## src/rtl/video_pkg.sv

```systemverilog
// Shared video types and defaults for the framebuffer reader.
package video_pkg;

  localparam int unsigned HDISP_DEFAULT   = 800;
  localparam int unsigned VDISP_DEFAULT   = 480;
  localparam int unsigned BYTES_PER_PIXEL = 4;

  // One framebuffer word: {pad, R, G, B}
  typedef struct packed {
    logic [7:0] pad;
    logic [7:0] r;
    logic [7:0] g;
    logic [7:0] b;
  } pixel_t;

  typedef enum logic {IDLE, FETCH} fb_state_e;

  // Buffered stream entry; width 34
  typedef struct packed {
    logic   sof;
    logic   eol;
    pixel_t data;
  } fb_entry_t;

endpackage

```

## src/rtl/fb_sync_fifo.sv

```systemverilog
// Single-clock FIFO with occupancy count; head entry comes straight from storage flops.
module fb_sync_fifo #(
  parameter int unsigned WIDTH = 34,
  parameter int unsigned DEPTH = 4
) (
  input  logic                       clk,
  input  logic                       rst_n,
  input  logic                       push,
  input  logic [WIDTH-1:0]           wdata,
  input  logic                       pop,
  output logic [WIDTH-1:0]           rdata,
  output logic                       empty,
  output logic                       full,
  output logic [$clog2(DEPTH):0]     count
);

  localparam int unsigned AW = $clog2(DEPTH);

  logic [WIDTH-1:0] mem_q [DEPTH];
  logic [AW-1:0]    wr_ptr_q, rd_ptr_q;
  logic [AW:0]      count_q, count_d;
  logic             pop_ok;

  assign pop_ok = pop & ~empty;
  assign empty  = (count_q == '0);
  assign full   = (count_q == (AW+1)'(DEPTH));
  assign count  = count_q;
  assign rdata  = mem_q[rd_ptr_q];

  // Occupancy update; simultaneous push and pop leaves it unchanged
  always_comb begin
    count_d = count_q;
    unique case ({push, pop_ok})
      2'b10:   count_d = count_q + 1'b1;
      2'b01:   count_d = count_q - 1'b1;
      default: count_d = count_q;
    endcase
  end

  // Storage, pointers and count; pointers wrap naturally since DEPTH is a power of 2
  always_ff @(posedge clk or negedge rst_n) begin
    if (!rst_n) begin
      for (int i = 0; i < int'(DEPTH); i++) mem_q[i] <= '0;
      wr_ptr_q <= '0;
      rd_ptr_q <= '0;
      count_q  <= '0;
    end else begin
      if (push) begin
        mem_q[wr_ptr_q] <= wdata;
        wr_ptr_q        <= wr_ptr_q + 1'b1;
      end
      if (pop_ok) rd_ptr_q <= rd_ptr_q + 1'b1;
      count_q <= count_d;
    end
  end

endmodule

```

## src/rtl/fb_reader.sv

```systemverilog
// Avalon-MM read master scanning the framebuffer in raster order into a pixel stream.
module fb_reader
  import video_pkg::*;
#(
  parameter int unsigned HDISP      = HDISP_DEFAULT,
  parameter int unsigned VDISP      = VDISP_DEFAULT,
  parameter logic [31:0] BASE_ADDR  = 32'h0,
  parameter int unsigned FIFO_DEPTH = 4
) (
  input  logic        sys_clk,
  input  logic        sys_rst_n,
  input  logic        enable,
  output logic [31:0] avm_address,
  output logic        avm_read,
  output logic [3:0]  avm_byteenable,
  input  logic [31:0] avm_readdata,
  input  logic        avm_waitrequest,
  output logic [31:0] px_data,
  output logic        px_valid,
  input  logic        px_ready,
  output logic        px_sof,
  output logic        px_eol,
  output logic        frame_done
);

  localparam int unsigned XW = (HDISP > 1) ? $clog2(HDISP) : 1;
  localparam int unsigned YW = (VDISP > 1) ? $clog2(VDISP) : 1;
  localparam int unsigned CW = $clog2(FIFO_DEPTH) + 1;

  fb_state_e   state_q, state_d;
  logic [XW-1:0] x_q, x_d;
  logic [YW-1:0] y_q, y_d;
  logic [31:0] addr_q, addr_d;
  logic        hold_q;
  logic        frame_done_q;

  logic          fifo_push, fifo_pop, fifo_full, fifo_empty;
  logic [CW-1:0] fifo_count;
  fb_entry_t     push_entry, head;

  logic room, done, x_last, y_last, frame_last;

  // Room for the word this request will return
  assign room       = (fifo_count < CW'(FIFO_DEPTH));
  // A stalled request is held regardless of FIFO state
  assign avm_read   = (state_q == FETCH) & (hold_q | room);
  assign done       = avm_read & ~avm_waitrequest;
  assign x_last     = (x_q == XW'(HDISP - 1));
  assign y_last     = (y_q == YW'(VDISP - 1));
  assign frame_last = x_last & y_last;

  // Raster order is contiguous, so the address tracks BASE_ADDR + 4*(y*HDISP + x) by increment
  assign avm_address    = addr_q;
  assign avm_byteenable = 4'hF;

  assign push_entry.sof  = (x_q == '0) && (y_q == '0);
  assign push_entry.eol  = x_last;
  assign push_entry.data = avm_readdata;
  assign fifo_push       = done;
  assign fifo_pop        = px_valid & px_ready;

  assign px_valid   = ~fifo_empty;
  assign px_data    = head.data;
  assign px_sof     = head.sof & ~fifo_empty;
  assign px_eol     = head.eol & ~fifo_empty;
  assign frame_done = frame_done_q;

  // Next state, raster counters and address
  always_comb begin
    state_d = state_q;
    x_d     = x_q;
    y_d     = y_q;
    addr_d  = addr_q;
    unique case (state_q)
      IDLE:    if (enable) state_d = FETCH;
      FETCH:   if (done && frame_last && !enable) state_d = IDLE;
      default: state_d = IDLE;
    endcase
    if (done) begin
      if (x_last) begin
        x_d = '0;
        y_d = y_last ? '0 : y_q + 1'b1;
      end else begin
        x_d = x_q + 1'b1;
      end
      addr_d = frame_last ? BASE_ADDR : addr_q + 32'(BYTES_PER_PIXEL);
    end
  end

  // State, counters, request hold flag and frame pulse
  always_ff @(posedge sys_clk or negedge sys_rst_n) begin
    if (!sys_rst_n) begin
      state_q      <= IDLE;
      x_q          <= '0;
      y_q          <= '0;
      addr_q       <= BASE_ADDR;
      hold_q       <= 1'b0;
      frame_done_q <= 1'b0;
    end else begin
      state_q      <= state_d;
      x_q          <= x_d;
      y_q          <= y_d;
      addr_q       <= addr_d;
      hold_q       <= avm_read & avm_waitrequest;
      frame_done_q <= done & frame_last;
    end
  end

  fb_sync_fifo #(
    .WIDTH ($bits(fb_entry_t)),
    .DEPTH (FIFO_DEPTH)
  ) u_fifo (
    .clk   (sys_clk),
    .rst_n (sys_rst_n),
    .push  (fifo_push),
    .wdata (push_entry),
    .pop   (fifo_pop),
    .rdata (head),
    .empty (fifo_empty),
    .full  (fifo_full),
    .count (fifo_count)
  );

endmodule

```

## config.mk

```make
export PLATFORM = sky130hd
export DESIGN_NAME = fb_reader
export DESIGN_NICKNAME = d
export VERILOG_FILES = /design/src/rtl/video_pkg.sv /design/src/rtl/fb_sync_fifo.sv /design/src/rtl/fb_reader.sv
export SDC_FILE = /design/constraint.sdc
export NUM_CORES = 1
export LEC_CHECK = 0
export ABC_AREA = 1
export BUFFER_PORTS_ARGS = -buffer_cell sky130_fd_sc_hd__buf_2
export CORE_ASPECT_RATIO = 0.9
export CORE_UTILIZATION = 60
export DETAILED_ROUTE_END_ITERATION = 8
export GPL_TIMING_DRIVEN = 1
export HOLD_SLACK_MARGIN = 0.08
export PLACE_DENSITY = 0.82
export SLEW_MARGIN = 15
export SYNTH_ARGS = -nofsm -noshare
export SYNTH_HDL_FRONTEND = slang
export SYNTH_SLANG_ARGS = --single-unit
export TNS_END_PERCENT = 5
```

## constraint.sdc

```tcl
create_clock -name sys_clk -period 4.7 [get_ports sys_clk]
set_clock_uncertainty 0.1 [all_clocks]
set_input_delay 0.235 -clock sys_clk [delete_from_list [all_inputs] [get_ports sys_clk]]
set_output_delay 0.235 -clock sys_clk [all_outputs]
set_load 0.01 [all_outputs]
```

# [Word-level counts from Yosys, hierarchy flattened]
# Cells that the tools add are included.
[totals] register_bits=197 output_inout_bits=73
[classes] add_sub_neg=7 order_cmp=4 n_eq_ne=4 n_mux=13 bitwise=15 reduce_logical=10
[op_table] op="$bwmux 136" n=1
[op_table] op="$mux 34" n=3
[op_table] op="$bmux 34 s2" n=1
[op_table] op="$demux 34 s2" n=1
[op_table] op="$add 32x3->32 const B" n=1
[op_table] op="$mux 32" n=1
[op_table] op="$add 10x1->10 const B" n=1
[op_table] op="$eq 10x10->1 const B" n=1
[op_table] op="$logic_not 10->1" n=1
[op_table] op="$mux 10" n=1
[op_table] op="$add 9x1->9 const B" n=1
[op_table] op="$and 1x1->1" n=9
[op_table] op="$eq 9x9->1 const B" n=1
[op_table] op="$logic_not 9->1" n=1
[op_table] op="$mux 9" n=1
[op_table] op="$ge 3x3->1 const B" n=2
[op_table] op="$not 2->3" n=2
[op_table] op="$pmux 3 s2" n=1
[op_table] op="$add 2x1->2 const B" n=2
[op_table] op="$logic_and 1x1->1" n=4
[op_table] op="$add 3x1->3 const B" n=1
[op_table] op="$logic_not 3->1" n=1
[op_table] op="$lt 3x1->1 const B" n=1
[op_table] op="$lt 3x3->1 const B" n=1
[op_table] op="10 further kinds" n=13

# [Depth between registers and ports, before layout]
# Gate-level depths: netlist of run 1.
[depth] depth_word=8 ltp_mapped=11

# [Modules after synthesis]
# Synthesis of run 1 repeated with hierarchy kept, for this count alone.
[unflattened] hier_cells=1229 hier_area_um2=10023.4
[by_module_without_submodules] module="fb_sync_fifo" n_inst=1 cells_per_inst=785 area_each_um2=6802.8 seq_area_each_um2=3578.4
[by_module_without_submodules] module="fb_reader" n_inst=1 cells_per_inst=444 area_each_um2=3220.6 seq_area_each_um2=1301.2

# [Least setup slack after synthesis of run 1]
# No wires, ideal clock.
[synth_path] path_kind="flip-flop to flip-flop" from="register hold_q" to="register u_fifo.count_q[2], in the netlist u_fifo.count[2]" setup_time_ns=0.131 t_arrival_ns=1.698 t_required_ns=4.469 setup_slack_ns=2.771 stages_incl_launch_ff=11 path_buffers=1 period_less_slack_ns=1.929 cell_sequence="dfrtp_1 > inv_1 > nand2_1 > nand3_2 > buf_6 > ha_1 > inv_1 > fa_1 > a21oi_1 > o21ai_0 > xor2_1"
[synth_via] elab_chain_cells=5
[synth_rtl] item="start: declaration" line="fb_reader.sv:34" rtl="logic hold_q;"
[synth_rtl] item="start signal: assignment" line="fb_reader.sv:104" rtl="hold_q <= avm_read & avm_waitrequest;"
[synth_rtl] item="$or 1x1->1 *" line="fb_reader.sv:46" rtl="assign avm_read = (state_q == FETCH) & (hold_q | room);"
[synth_rtl] item="$and 1x1->1 *" line="fb_reader.sv:46"
[synth_rtl] item="$and 1x1->1 *" line="fb_reader.sv:47" rtl="assign done = avm_read & ~avm_waitrequest;"
[synth_rtl] item="$eq 2x1->1 or $eq 2x2->1 (tied branches)" line="fb_sync_fifo.sv:33" rtl="unique case ({push, pop_ok})"
[synth_rtl] item="$pmux 3 s2 or $reduce_bool 2->1 (tied branches)"
[synth_rtl] item="end signal: assignment" line="fb_sync_fifo.sv:53" rtl="count_q <= count_d;"
[synth_rtl] item="end: declaration" line="fb_sync_fifo.sv:21" rtl="logic [AW:0] count_q, count_d;"
# Mark *: on every way between the ends. The rest lies on a longest branch, timed or not.
# A chain may end at the register's enable or synchronous reset.

# [Worst setup path in the final report of run 1]
[layout_path] from="register u_fifo.rd_ptr_q[1]" to="output px_data[6]"
[layout_via] elab_chain_cells=4
[layout_rtl] item="start: declaration" line="fb_sync_fifo.sv:20" rtl="logic [AW-1:0] wr_ptr_q, rd_ptr_q;"
[layout_rtl] item="start signal: assignment" line="fb_sync_fifo.sv:52" rtl="if (pop_ok) rd_ptr_q <= rd_ptr_q + 1'b1;"
[layout_rtl] item="$not 2->3 (not written as such)" line="fb_sync_fifo.sv:28" rtl="assign rdata = mem_q[rd_ptr_q];"
[layout_rtl] item="$bmux 34 s2" line="fb_sync_fifo.sv:28"
[layout_rtl] item="$mux 34 (not written as such) (2 in series)" line="fb_sync_fifo.sv:28"
[layout_rtl] item="end: declaration" line="fb_reader.sv:18" rtl="output logic [31:0] px_data,"
# Every way passes these cells. The select of a mux whose other input is x is not followed.

==> metrics.log, run 1 <==
INFO  metric outcome = complete, no violations
INFO  metric final_layout_size_suffix_gt1_frac = 0.1245
INFO  metric first_pass_grt_wire_length = 37520 um
INFO  metric portion_of_the_clock_cycle_consumed_by_the_worst_path_in_the_final_layout = 0.5903
INFO  metric regToRegEndpoint = u_fifo.count[2]$_DFFE_PN0P_
INFO  metric cells_resized_by_post_cts_repair = 0
INFO  metric synthArstFlopShare = 1.000
INFO  metric switchingPower = 0.002676 W
INFO  metric rsz_0062_raised_after_global_routing = no
INFO  metric tritoncts_num_sinks = 195
INFO  metric remaining_drc_errors = 0
INFO  metric worst-path-buf-inv = 2
INFO  metric syn-instance-count = 1168
INFO  metric vias_per_cell = 5.556
INFO  metric yosysSeqAreaShare = 0.5199
INFO  metric power.sequential.fraction = 0.395
INFO  metric via_count_of_the_first_global_routing_pass = 7777
INFO  metric clkLatencyLatePin = 0.44 ns
INFO  metric finalSetupTns = 0 ns
INFO  metric die_area = 16150 sq um
INFO  metric overflow = 0
INFO  metric arrival = 2.44 ns
INFO  metric tightestPinTransition = 1.177 ns
INFO  metric holdBufCountCts = 36
INFO  metric worst_slew_margin_rel = 0.2146
INFO  metric crit_path_max_fanout = 34
INFO  metric die_h = 120.7 um
INFO  metric min_period = 2.774 ns
INFO  metric buffer_ports.inserted = 103
INFO  metric detail_route.wirelength = 22290 um
INFO  metric clockBufferDepth = 2
INFO  metric clock_tree.root_cell = sky130_fd_sc_hd__clkbuf_16
INFO  metric maximum_vdd_drop = 395.6 uV
INFO  metric power.share.combinational = 0.377
INFO  metric cts_tree = yes
INFO  metric synth_edf_count = 0
INFO  metric num_antenna_cells = 0
INFO  metric placeableCoreArea = 14980 sq um
INFO  metric pin_count_of_the_biggest_net_entering_global_routing = 116
INFO  metric dpl.hpwl = 13180 um
INFO  metric cts.reportedPaths.clkPinSlew = 0.07 ns
INFO  metric leakagePower = 5.510 nW
INFO  metric power-per-cell-area = 622.8 nW/um^2
INFO  metric die-width = 133.8 um
INFO  metric drt-initial-drc-count = 672
INFO  metric crit_type = reg -> out
INFO  metric route.antenna.remaining_nets = 0
INFO  metric critical_path.top_delay_family = buffers and inverters
INFO  metric synth.most_common_cell = sky130_fd_sc_hd__nand2_1
INFO  metric power.switching_fraction = 0.3939
INFO  metric r2r_start = hold_q$_DFF_PN0_
INFO  metric syn_avg_cell_area = 8.035 sq um
INFO  metric multi_input_combinational_cell_area = 3802 sq um
INFO  metric ys_top_cells_by_count = 252 x sky130_fd_sc_hd__nand2_1, 219 x sky130_fd_sc_hd__o21ai_0, 195 x sky130_fd_sc_hd__dfrtp_1, 146 x sky130_fd_sc_hd__nor2_1, 117 x sky130_fd_sc_hd__inv_1
INFO  metric timing_max_transition_violations_final = 0
INFO  metric setup_viol_count_final = 0
INFO  metric number_of_vias_after_detailed_routing = 8239
INFO  metric syn_area = 9385 sq um
INFO  metric yosys_register_bits = 195
INFO  metric seqCellArea = 4881 sq um
INFO  metric number_of_distinct_standard_cells_referenced_by_the_synthesized_netlist = 36
INFO  metric wire_per_inst = 15.03 um
INFO  metric critPathCaptureType = output port
INFO  metric floorplan.rows = 42
INFO  metric layout.filler_cells = 1105
INFO  metric antenna_found_initial = 0
INFO  metric final_net_count = 1321
INFO  metric netlist_top_cells_area = sky130_fd_sc_hd__dfrtp_1 52%, sky130_fd_sc_hd__o21ai_0 12%, sky130_fd_sc_hd__nand2_1 10%, sky130_fd_sc_hd__nor2_1 5.8%, sky130_fd_sc_hd__inv_1 4.7%
INFO  metric finalCoreUtilization = 0.7283
INFO  metric critical_path.cell_chain = inv_1, o21ai_0, o22ai_1, buf_2
INFO  metric p_int = 0.004118 W
INFO  metric start_util = 0.6266
INFO  metric critical_path_required_time = 4.37 ns
INFO  metric grt_use_total = 0.2962
INFO  metric drt_pre_antenna_iters = 5
INFO  metric numCtsBuffers = 17
INFO  metric reg2reg_setup_slack = 2.45 ns
INFO  metric clock.fmax = 360.4 MHz
INFO  metric gpl.final_weighted_congestion = 0.9055
INFO  metric critical-path-max-stage-delay = 0.85 ns
INFO  metric synth-warning-count = 0
INFO  metric synthToLayoutAreaGrowth = 16.22%
INFO  metric cp-start-kind = register
INFO  metric cts_htree_levels = 4
INFO  metric hold_path.class = in -> async
INFO  metric synth_top_area_frac = 0.5199
INFO  metric netlist.top_cell.by_area = sky130_fd_sc_hd__dfrtp_1
INFO  metric max_capacitance_violation_count = 0
INFO  metric boundaryPins = 110
INFO  metric reg2reg_depth = 9
INFO  metric crit_slowest_cell = sky130_fd_sc_hd__inv_1
INFO  metric clock_power_share = 0.228
INFO  metric finalHoldViolCount = 0
INFO  metric cts_setup_buffers = 0
INFO  metric dominantRegCellSynth = sky130_fd_sc_hd__dfrtp_1
## through the flow
| stage | instances | hold WS [ns] | setup WS (ns) | cell area [sq um] | power (W) |
|---|---|---|---|---|---|
| after floorplan | 1172 | -0.1606 | 2.771 | 9400 | 0.004362 |
| after global placement | 1416 | 0.3157 | 2.434 | 9908 | 0.005046 |
| after detailed placement | 1416 | 0.3186 | 2.333 | 9908 | 0.005164 |
| after CTS | 1483 | 0.3845 | 1.994 | 10890 | 0.006753 |
| after global routing | 1483 | 0.3983 | 1.862 | 10910 | 0.007271 |
| final | 1483 | 0.3686 | 1.926 | 10910 | 0.006793 |
## power groups by stage
stage / registers (W) / logic [W] / clock network [W]
after floorplan: 0.00259 / 0.00177 / 0
after detailed placement: 0.00268 / 0.00249 / 0
after global routing: 0.00275 / 0.00289 / 0.00163
after CTS: 0.00266 / 0.00253 / 0.00156
after global placement: 0.00266 / 0.00239 / 0
final: 0.00268 / 0.00256 / 0.00155
## registers in the layout, indices dropped and copies added (netlist names)
name             cells
u_fifo.wr_ptr_q      2
avm_address         30
frame_done           1
u_fifo.count         3
x_q                 10
hold_q               1
u_fifo.rd_ptr_q      2
u_fifo.mem_q       136
y_q                  9
state_q              1
## routing by layer
metal  GRT usage  routed length, um  vias up
met3     0.05702               1398       37
met1      0.4013               9987     3939
met2      0.4790              10540      274
met5           0                  0        -
li1            -                  -     3989
met4      0.1023                366        0
## logic make-up (layout without fill, tap and decap cells)
group                      count (synthesis)  in the layout  synth area share
and+or+nand+nor                          500            500            0.2257
buffers and inverters                    179            292           0.07892
other                                      2              6         0.0008002
xor gates and xnor gates                   9              9          0.008399
AOI/OAI and AO/OA                        272            272            0.1508
adders and majority gates                 11             11           0.01546
DFF                                      195            195            0.5199
## cell type report
cell class,instances,area share
multi-input combinational,798,0.3486
sequential,195,0.4475
timing repair buffer,143,0.08385
clock inverter,10,0.01549
clock buffer,21,0.04129
inverter,118,0.04061
tap,198,0.02271
## placed cells by master (no fill, tap or decap), types with 11 or more instances in the layout
cell type / instances
sky130_fd_sc_hd__nand3_1: 35
sky130_fd_sc_hd__buf_2: 102
sky130_fd_sc_hd__nor3_1: 17
sky130_fd_sc_hd__o21ai_0: 219
sky130_fd_sc_hd__dlygate4sd3_1: 36
sky130_fd_sc_hd__clkbuf_16: 17
sky130_fd_sc_hd__nand4_1: 24
sky130_fd_sc_hd__nor2_1: 146
sky130_fd_sc_hd__a21oi_1: 11
sky130_fd_sc_hd__o22ai_1: 32
sky130_fd_sc_hd__nand2_1: 251
sky130_fd_sc_hd__inv_1: 116
sky130_fd_sc_hd__dfrtp_1: 194
## worst max-delay path by stage
stage / depth (start not counted) / to / slack (ns) / start
floorplan: 10 / u_fifo.count[2]$_DFFE_PN0P_ / 2.77 / hold_q$_DFF_PN0_
CTS: 4 / px_data[6] / 1.99 / u_fifo.rd_ptr_q[1]$_DFFE_PN0P_
global placement: 5 / u_fifo.mem_q[124]$_DFFE_PN0P_ / 2.43 / u_fifo.count[2]$_DFFE_PN0P_
finish: 4 / px_data[6] / 1.93 / u_fifo.rd_ptr_q[1]$_DFFE_PN0P_
global route: 4 / px_data[5] / 1.86 / u_fifo.rd_ptr_q[1]$_DFFE_PN0P_
detailed placement: 5 / u_fifo.mem_q[27]$_DFFE_PN0P_ / 2.33 / u_fifo.count[2]$_DFFE_PN0P_
No activity file was read; power rests on OpenSTA's default activity.
==> inputs of run 2 (changes only) <==
--- a/config.mk
+++ b/config.mk
@@ -8,11 +8,11 @@
 export ABC_AREA = 1
 export BUFFER_PORTS_ARGS = -buffer_cell sky130_fd_sc_hd__buf_2
 export CORE_ASPECT_RATIO = 0.9
-export CORE_UTILIZATION = 60
+export CORE_UTILIZATION = 53
 export DETAILED_ROUTE_END_ITERATION = 8
 export GPL_TIMING_DRIVEN = 1
 export HOLD_SLACK_MARGIN = 0.08
-export PLACE_DENSITY = 0.82
+export PLACE_DENSITY = 0.76
 export SLEW_MARGIN = 15
 export SYNTH_ARGS = -nofsm -noshare
 export SYNTH_HDL_FRONTEND = slang
==> constraint.sdc (replaced) <==
create_clock -name sys_clk -period 2.5 [get_ports sys_clk]
set_clock_uncertainty 0.1 [all_clocks]
set_input_delay 0.125 -clock sys_clk [delete_from_list [all_inputs] [get_ports sys_clk]]
set_output_delay 0.125 -clock sys_clk [all_outputs]
set_load 0.01 [all_outputs]
==> metrics.log, run 2 (synthesis results as in run 1) <==
INFO  metric grt_use_total = 0.2586 (-0.03757)
INFO  metric largest-register = u_fifo.mem_q
INFO  metric arrival = 1.93 ns (-0.51 ns)
INFO  metric max_capacitance_violation_count = 0 (unchanged)
INFO  metric portion_of_the_clock_cycle_consumed_by_the_worst_path_in_the_final_layout = 0.8625
INFO  metric flip_flop_count_of_the_largest_register_after_layout = 136 (unchanged)
INFO  metric hold_path.class = in -> async
INFO  metric min_period = 2.156 ns
INFO  metric floorplan.rows = 45 (+7.1%)
INFO  metric number_of_vias_after_detailed_routing = 8068 (-2.1%)
INFO  metric power.switching_fraction = 0.3962 (+0.002380)
INFO  metric cts.reportedPaths.clkPinSlew = 0.07 ns (about the same)
INFO  metric leakagePower = 5.532 nW (+0.40%)
INFO  metric clockBufferDepth = 2 (unchanged)
INFO  metric outcome = complete, no violations
INFO  metric power-per-cell-area = 1123 nW/um^2 (+80%)
INFO  metric maximum_vdd_drop = 472.4 uV (+19%)
INFO  metric timing_max_transition_violations_final = 0 (unchanged)
INFO  metric dpl.hpwl = 14120 um (+7.1%)
INFO  metric critPathCaptureType = output port
INFO  metric die-width = 142.3 um (+6.3%)
INFO  metric reg2reg_setup_slack = 0.54 ns (-1.91 ns)
INFO  metric drt-initial-drc-count = 621 (-7.6%)
INFO  metric route.antenna.remaining_nets = 0 (unchanged)
INFO  metric p_int = 0.007472 W (+81%)
INFO  metric first_pass_grt_wire_length = 37070 um (-1.2%)
INFO  metric numCtsBuffers = 17 (unchanged)
INFO  metric clock_tree.root_cell = sky130_fd_sc_hd__clkbuf_16
INFO  metric cts_tree = yes
INFO  metric totalPowerFinal = 0.01238 W (+82%)
INFO  metric antenna_found_initial = 1 (+1)
INFO  metric die_h = 128.2 um (+6.3%)
INFO  metric vias_per_cell = 5.239 (-5.7%)
INFO  metric finalHoldViolCount = 0 (unchanged)
INFO  metric start_util = 0.5483 (-0.07833)
INFO  metric gpl.final_weighted_congestion = 0.8975 (-0.88%)
INFO  metric critical_path_required_time = 2.28 ns (-2.09 ns)
INFO  metric boundaryPins = 110 (unchanged)
INFO  metric clock_power_share = 0.201 (-0.027)
INFO  metric clock.fmax = 463.8 MHz
INFO  metric via_count_of_the_first_global_routing_pass = 7632 (-1.9%)
INFO  metric clkLatencyLatePin = 0.44 ns (about the same)
INFO  metric rsz_0062_raised_after_global_routing = no
INFO  metric drt_pre_antenna_iters = 5 (unchanged)
INFO  metric finalSetupTns = 0 ns (unchanged)
INFO  metric crit_type = reg -> out
INFO  metric cts_htree_levels = 4 (unchanged)
INFO  metric regToRegEndpoint = avm_address[14]$_DFFE_PN0P_
INFO  metric tritoncts_num_sinks = 195 (unchanged)
INFO  metric crit_path_max_fanout = 23 (-32%)
INFO  metric final_layout_size_suffix_gt1_frac = 0.1365 (+0.01199)
INFO  metric cp-start-kind = register
INFO  metric wire_per_inst = 14.31 um (-4.8%)
INFO  metric cells_resized_by_post_cts_repair = 0 (unchanged)
INFO  metric worst_slew_margin_rel = 0.5498 (+0.3352)
INFO  metric buffer_ports.inserted = 103 (unchanged)
INFO  metric overflow = 0 (unchanged)
INFO  metric power.sequential.fraction = 0.406 (+0.011)
INFO  metric pin_count_of_the_biggest_net_entering_global_routing = 80 (-31%)
INFO  metric tightestPinTransition = 0.6753 ns (-0.5015 ns)
INFO  metric layout.cells.most_common = sky130_fd_sc_hd__nand2_1
INFO  metric detail_route.wirelength = 22030 um (-1.2%)
INFO  metric most-common-layout-cells = 251 x sky130_fd_sc_hd__nand2_1, 219 x sky130_fd_sc_hd__o21ai_0, 194 x sky130_fd_sc_hd__dfrtp_1
INFO  metric placeableCoreArea = 17120 sq um (+14%)
INFO  metric final_net_count = 1340 (+1.4%)
INFO  metric die_area = 18240 sq um (+13%)
INFO  metric power.share.combinational = 0.393 (+0.016)
INFO  metric switchingPower = 0.004904 W (+83%)
INFO  metric r2r_start = x_q[0]$_DFFE_PN0P_
INFO  metric reg2reg_depth = 8 (-1)
INFO  metric setup_viol_count_final = 0 (unchanged)
INFO  metric synthToLayoutAreaGrowth = 17.41%
INFO  metric remaining_drc_errors = 0 (unchanged)
==> run 2: cell types whose count changed in the layout (fill, tap and decap cells not counted), sizes merged <==
cell	delta
inv	-2
bufinv	-4
clkbuf	+2
diode	+1
clkinv	+3
clkinvlp	+1
buf	+19
==> run 2: per-stage QoR <==
step / hold WS [ns] / util / setup slack [ns] / cell area (sq um) / instances
after CTS: 0.2195 / 0.6436 / 0.3195 / 11020 / 1539
after global routing: 0.2554 / 0.6438 / 0.2227 / 11020 / 1540
after detailed placement: 0.1159 / 0.5921 / 0.5551 / 10130 / 1472
after floorplan: -0.2706 / - / 0.5711 / 9400 / 1172
after global placement: 0.1123 / 0.5921 / 0.6255 / 10130 / 1472
final: 0.1808 / 0.6438 / 0.3438 / 11020 / 1540
==> run 2: worst max-delay path, stage by stage (launching register included) <==
cell and delay (ns):
sky130_fd_sc_hd__dfrtp_1 0.35, sky130_fd_sc_hd__buf_4 0.27, sky130_fd_sc_hd__inv_1 0.09, sky130_fd_sc_hd__buf_4 0.23, sky130_fd_sc_hd__nor2_1 0.12, sky130_fd_sc_hd__o21ai_0 0.08, sky130_fd_sc_hd__a21oi_1 0.18, sky130_fd_sc_hd__buf_2 0.16
==> run 2: layer usage <==
| layer | part of all wire | vias up | wire length [um] | global-route usage |
|---|---|---|---|---|
| li1 | - | 4025 | - | - |
| met1 | 0.46 | 3793 | 10110 | 0.3496 |
| met2 | 0.47 | 224 | 10460 | 0.4198 |
| met3 | 0.052 | 26 | 1137 | 0.04931 |
| met4 | 0.015 | 0 | 320 | 0.08665 |
| met5 | 0 | - | 0 | 0 |
==> run 2: what timing repair did <==
action | CTS | global route
endpoints found under the hold margin | 210 | 0
buffers inserted | 0 | 0
hold buffers | 36 | 0
==> run 2: power groups by stage <==
stage	clock network, W	logic [W]	registers [W]
2_1_floorplan	0	0.00332	0.00488
3_3_place_gp	0	0.00468	0.00501
3_5_place_dp	0	0.00482	0.00504
4_1_cts	0.00253	0.00489	0.00500
5_1_grt	0.00266	0.00556	0.00516
6_report	0.00249	0.00486	0.00502
==> run 2: final cells by class <==
class | count | area (sq um)
fill | 1426 | 6097
sequential | 195 | 4881
multi-input combinational | 798 | 3782
timing repair buffer | 162 | 1095
clock buffer | 23 | 467.9
inverter | 118 | 442.9
tap | 235 | 294.0
clock inverter | 8 | 53.80
antenna | 1 | 2.502
==> run 2: worst max path at each step <==
stage,from,endpoint,slack [ns],cells after the start
2_1_floorplan,hold_q$_DFF_PN0_,u_fifo.count[2]$_DFFE_PN0P_,0.57,10
3_3_place_gp,u_fifo.count[0]$_DFFE_PN0P_,u_fifo.count[2]$_DFFE_PN0P_,0.63,10
3_5_place_dp,x_q[0]$_DFFE_PN0P_,avm_address[14]$_DFFE_PN0P_,0.56,8
4_1_cts,u_fifo.rd_ptr_q[1]$_DFFE_PN0P_,px_eol,0.32,7
5_1_grt,u_fifo.rd_ptr_q[1]$_DFFE_PN0P_,px_eol,0.22,7
6_report,u_fifo.rd_ptr_q[1]$_DFFE_PN0P_,px_eol,0.34,7
==> inputs of run 3 (changes only) <==
--- a/config.mk
+++ b/config.mk
@@ -5,14 +5,13 @@
 export SDC_FILE = /design/constraint.sdc
 export NUM_CORES = 1
 export LEC_CHECK = 0
-export ABC_AREA = 1
 export BUFFER_PORTS_ARGS = -buffer_cell sky130_fd_sc_hd__buf_2
 export CORE_ASPECT_RATIO = 0.9
 export CORE_UTILIZATION = 53
 export DETAILED_ROUTE_END_ITERATION = 8
 export GPL_TIMING_DRIVEN = 1
 export HOLD_SLACK_MARGIN = 0.08
-export PLACE_DENSITY = 0.76
+export PLACE_DENSITY = 0.77
 export SLEW_MARGIN = 15
 export SYNTH_ARGS = -nofsm -noshare
 export SYNTH_HDL_FRONTEND = slang
==> metrics.log, run 3 <==
INFO  metric dominantRegCellSynth = sky130_fd_sc_hd__dfrtp_1
INFO  metric pin_count_of_the_biggest_net_entering_global_routing = 77 (-3.8%)
INFO  metric finalCoreUtilization = 0.6586 (+0.01477)
INFO  metric grt_most_used_layer = met2
INFO  metric dpl.hpwl = 12350 um (-13%)
INFO  metric setup_viol_count_final = 0 (unchanged)
INFO  metric maximum_vdd_drop = 666.2 uV (+41%)
INFO  metric layout.cells.most_common = sky130_fd_sc_hd__dfrtp_1
INFO  metric critical_path_required_time = 2.28 ns (about the same)
INFO  metric detail_route.wirelength = 18820 um (-15%)
INFO  metric tightestPinTransition = 0.6216 ns (-0.05368 ns)
INFO  metric reg2reg_depth = 8 (unchanged)
INFO  metric gr-usage-met2 = 0.3860 (-0.03379)
INFO  metric wire_per_inst = 18.23 um (+27%)
INFO  metric drt_pre_antenna_iters = 4 (-1)
INFO  metric outcome = complete, no violations
INFO  metric timing.final.ws_setup = 0.2779 ns (-0.06584 ns)
INFO  metric start_util = 0.5501 (+0.001804)
INFO  metric die_h = 125.6 um (-2.1%)
INFO  metric syn_area = 8995 sq um (-4.2%)
INFO  metric r2r_start = u_fifo.count[1]$_DFFE_PN0P_
INFO  metric multiplexer_share_of_the_synthesized_area = 0.2504 (+0.2504)
INFO  metric worst_slew_margin_rel = 0.5856 (+0.03579)
INFO  metric regToRegEndpoint = u_fifo.count[2]$_DFFE_PN0P_
INFO  metric buffer_ports.inserted = 103 (unchanged)
INFO  metric gr-usage-met3 = 0.05668 (+0.007374)
INFO  metric portion_of_the_clock_cycle_consumed_by_the_worst_path_in_the_final_layout = 0.8888 (+0.02634)
INFO  metric endpoint = px_data[16]
INFO  metric syn_avg_cell_area = 13.45 sq um (+67%)
INFO  metric overflow = 0 (unchanged)
INFO  metric floorplan.rows = 44 (-2.2%)
INFO  metric combinational_family_with_the_most_area_after_synthesis = multiplexers
INFO  metric die_area = 17500 sq um (-4.1%)
INFO  metric placeableCoreArea = 16350 sq um (-4.5%)
INFO  metric vias_per_cell = 5.674 (+8.3%)
INFO  metric clkLatencyLatePin = 0.42 ns (-0.02 ns)
INFO  metric synthToLayoutAreaGrowth = 19.71%
INFO  metric number_of_distinct_standard_cells_referenced_by_the_synthesized_netlist = 42 (+17%)
INFO  metric timing_max_transition_violations_final = 0 (unchanged)
INFO  metric netlist_top_cells_area = sky130_fd_sc_hd__dfrtp_1 54%, sky130_fd_sc_hd__mux2_2 17%, sky130_fd_sc_hd__mux4_2 8.5%, sky130_fd_sc_hd__xnor2_1 3.1%, sky130_fd_sc_hd__nor2_1 1.8%
INFO  metric cts.reportedPaths.clkPinSlew = 0.07 ns (about the same)
INFO  metric flip_flop_count_of_the_largest_register_after_layout = 136 (unchanged)
INFO  metric post_synth_and_or_nand_nor_area_fraction = 0.1029 (-0.1228)
INFO  metric totalPowerFinal = 0.01261 W (+1.9%)
INFO  metric synthArstFlopShare = 1.000 (unchanged)
INFO  metric rsz_0062_raised_after_global_routing = no
INFO  metric critPathCaptureType = output port
INFO  metric crit_path_max_fanout = 16 (-30%)
INFO  metric min_period = 2.222 ns (+0.06584 ns)
INFO  metric finalSetupTns = 0 ns (unchanged)
INFO  metric grt_use_total = 0.2300 (-0.02859)
INFO  metric synth-warning-count = 0 (unchanged)
INFO  metric synthAdderAreaFrac = 0.01614 (+0.0006712)
INFO  metric pre_cts_ws = 0.3874 ns (-0.1678 ns)
INFO  metric cts_htree_levels = 4 (unchanged)
INFO  metric finalHoldViolCount = 0 (unchanged)
INFO  metric ys_top_cells_by_count = 195 x sky130_fd_sc_hd__dfrtp_1, 132 x sky130_fd_sc_hd__mux2_2, 42 x sky130_fd_sc_hd__nor2_1, 36 x sky130_fd_sc_hd__nand2_1, 34 x sky130_fd_sc_hd__mux4_2
INFO  metric boundaryPins = 110 (unchanged)
INFO  metric final_net_count = 860 (-36%)
INFO  metric synth_edf_count = 0 (unchanged)
INFO  metric cp-start-kind = register
INFO  metric first_pass_grt_wire_length = 31490 um (-15%)
INFO  metric antenna_found_initial = 0 (-1)
INFO  metric clock.fmax = 450.0 MHz (-3.0%)
INFO  metric remaining_drc_errors = 0 (unchanged)
INFO  metric largest-register = u_fifo.mem_q
INFO  metric most-common-layout-cells = 193 x sky130_fd_sc_hd__dfrtp_1, 132 x sky130_fd_sc_hd__mux2_2, 102 x sky130_fd_sc_hd__buf_2
INFO  metric leakagePower = 4.855 nW (-12%)
INFO  metric die-width = 139.3 um (-2.1%)
INFO  metric tritoncts_num_sinks = 195 (unchanged)
INFO  metric yosys_register_bits = 195 (unchanged)
INFO  metric synth.most_common_cell = sky130_fd_sc_hd__dfrtp_1
INFO  metric reg2reg_setup_slack = 0.40 ns (-0.14 ns)
INFO  metric drt-initial-drc-count = 278 (-55%)
INFO  metric yosysSeqAreaShare = 0.5425 (+0.02256)
INFO  metric crit_type = reg -> out
INFO  metric gpl.final_weighted_congestion = 0.8440 (-6.0%)
INFO  metric via_count_of_the_first_global_routing_pass = 6189 (-19%)
INFO  metric synth-compound-area-share = 0.01405 (-0.1367)
INFO  metric number_of_vias_after_detailed_routing = 5856 (-27%)
INFO  metric max_capacitance_violation_count = 0 (unchanged)
INFO  metric arrival = 2.00 ns (+0.07 ns)
INFO  metric final_layout_size_suffix_gt1_frac = 0.4036 (+0.2671)
INFO  metric netlist.top_cell.by_area = sky130_fd_sc_hd__dfrtp_1
INFO  metric globalRouteMet1Util = 0.3000 (-0.04953)
INFO  metric numCtsBuffers = 17 (unchanged)
INFO  metric syn-instance-count = 669 (-43%)
INFO  metric cts_tree = yes
INFO  metric synth-xor-area-share = 0.04284 (+0.03444)
INFO  metric hold_path.class = in -> async
INFO  metric clock_tree.root_cell = sky130_fd_sc_hd__clkbuf_16
INFO  metric crit_start = u_fifo.rd_ptr_q[0]$_DFFE_PN0P_
INFO  metric synth_top_area_frac = 0.5425 (+0.02256)
INFO  metric clockBufferDepth = 2 (unchanged)
INFO  metric num_antenna_cells = 0 (-1)
INFO  metric cts_setup_buffers = 0 (unchanged)
INFO  metric power-per-cell-area = 1171 nW/um^2 (+4.2%)
INFO  metric route.antenna.remaining_nets = 0 (unchanged)
-- run 3: cell count changes after synthesis, sizes merged, moves of 9 or more --
cell / change
nand2: -222
o21ai: -206
mux2: +132
nor2: -110
inv: -101
mux4: +34
o22ai: -32
xnor2: +29
clkbuf: -26
nand3: -18
nor4: +11
a21oi: -10
and3: +9
nand4: -9
-- run 3: critical path: stages (launching register included) --
cell	delay, ns
sky130_fd_sc_hd__dfrtp_2	0.62
sky130_fd_sc_hd__buf_12	0.24
sky130_fd_sc_hd__mux4_2	0.55
sky130_fd_sc_hd__buf_2	0.16
-- run 3: kinds of logic after synthesis --
group | Yosys count
buffers and inverters | 53
other | 2
flip-flops | 195
XOR/XNOR | 44
adder cells (fa/ha/maj) | 11
AND/OR/NAND/NOR | 175
AO/OA/AOI/OAI | 23
multiplexers | 166
-- run 3: how the worst min path moves through the flow --
| stage | endpoint | cells after the start | startpoint |
|---|---|---|---|
| after CTS | avm_address[14]$_DFFE_PN0P_ | 2 | sys_rst_n |
| after floorplan | avm_address[10]$_DFFE_PN0P_ | 0 | sys_rst_n |
| final | avm_address[26]$_DFFE_PN0P_ | 2 | sys_rst_n |
| after detailed placement | u_fifo.mem_q[111]$_DFFE_PN0P_ | 1 | sys_rst_n |
| after global routing | avm_address[31]$_DFFE_PN0P_ | 2 | sys_rst_n |
| after global placement | avm_address[27]$_DFFE_PN0P_ | 1 | sys_rst_n |
-- run 3: timing repair --
action                    in CTS  in global routing
hold buffers                  36                  0
hold endpoints to repair     206                  0
gates resized for setup        0                  0
-- run 3: routing by layer --
metal / part of all wire / vias to the layer above / wire length, um
met5: 0 / - / 0
met4: 0.011 / 0 / 208
met3: 0.041 / 18 / 774
met2: 0.51 / 134 / 9610
met1: 0.44 / 3031 / 8224
li1: - / 2673 / -
-- run 3: power by group --
group          switching (W)  internal (W)
registers           0.000807       0.00438
logic                0.00197       0.00263
clock network        0.00115       0.00167
-- run 3: cell type report --
| cell class | instances | area [sq um] |
|---|---|---|
| Tap cell | 207 | 259.0 |
| Multi-Input combinational cell | 425 | 3867 |
| Clock buffer | 22 | 474.2 |
| Clock inverter | 10 | 146.4 |
| Fill cell | 1141 | 5583 |
| Inverter | 17 | 63.81 |
| Sequential cell | 195 | 4882 |
| Timing Repair Buffer | 156 | 1075 |
-- run 3: per-stage QoR --
step / area (sq um) / std cells / hold WS [ns]
detailed placement: 9787 / 964 / 0.1034
global route: 10770 / 1032 / 0.2578
floorplan: 9010 / 673 / -0.2706
CTS: 10770 / 1032 / 0.2090
global placement: 9787 / 964 / 0.09543
finish: 10770 / 1032 / 0.1992
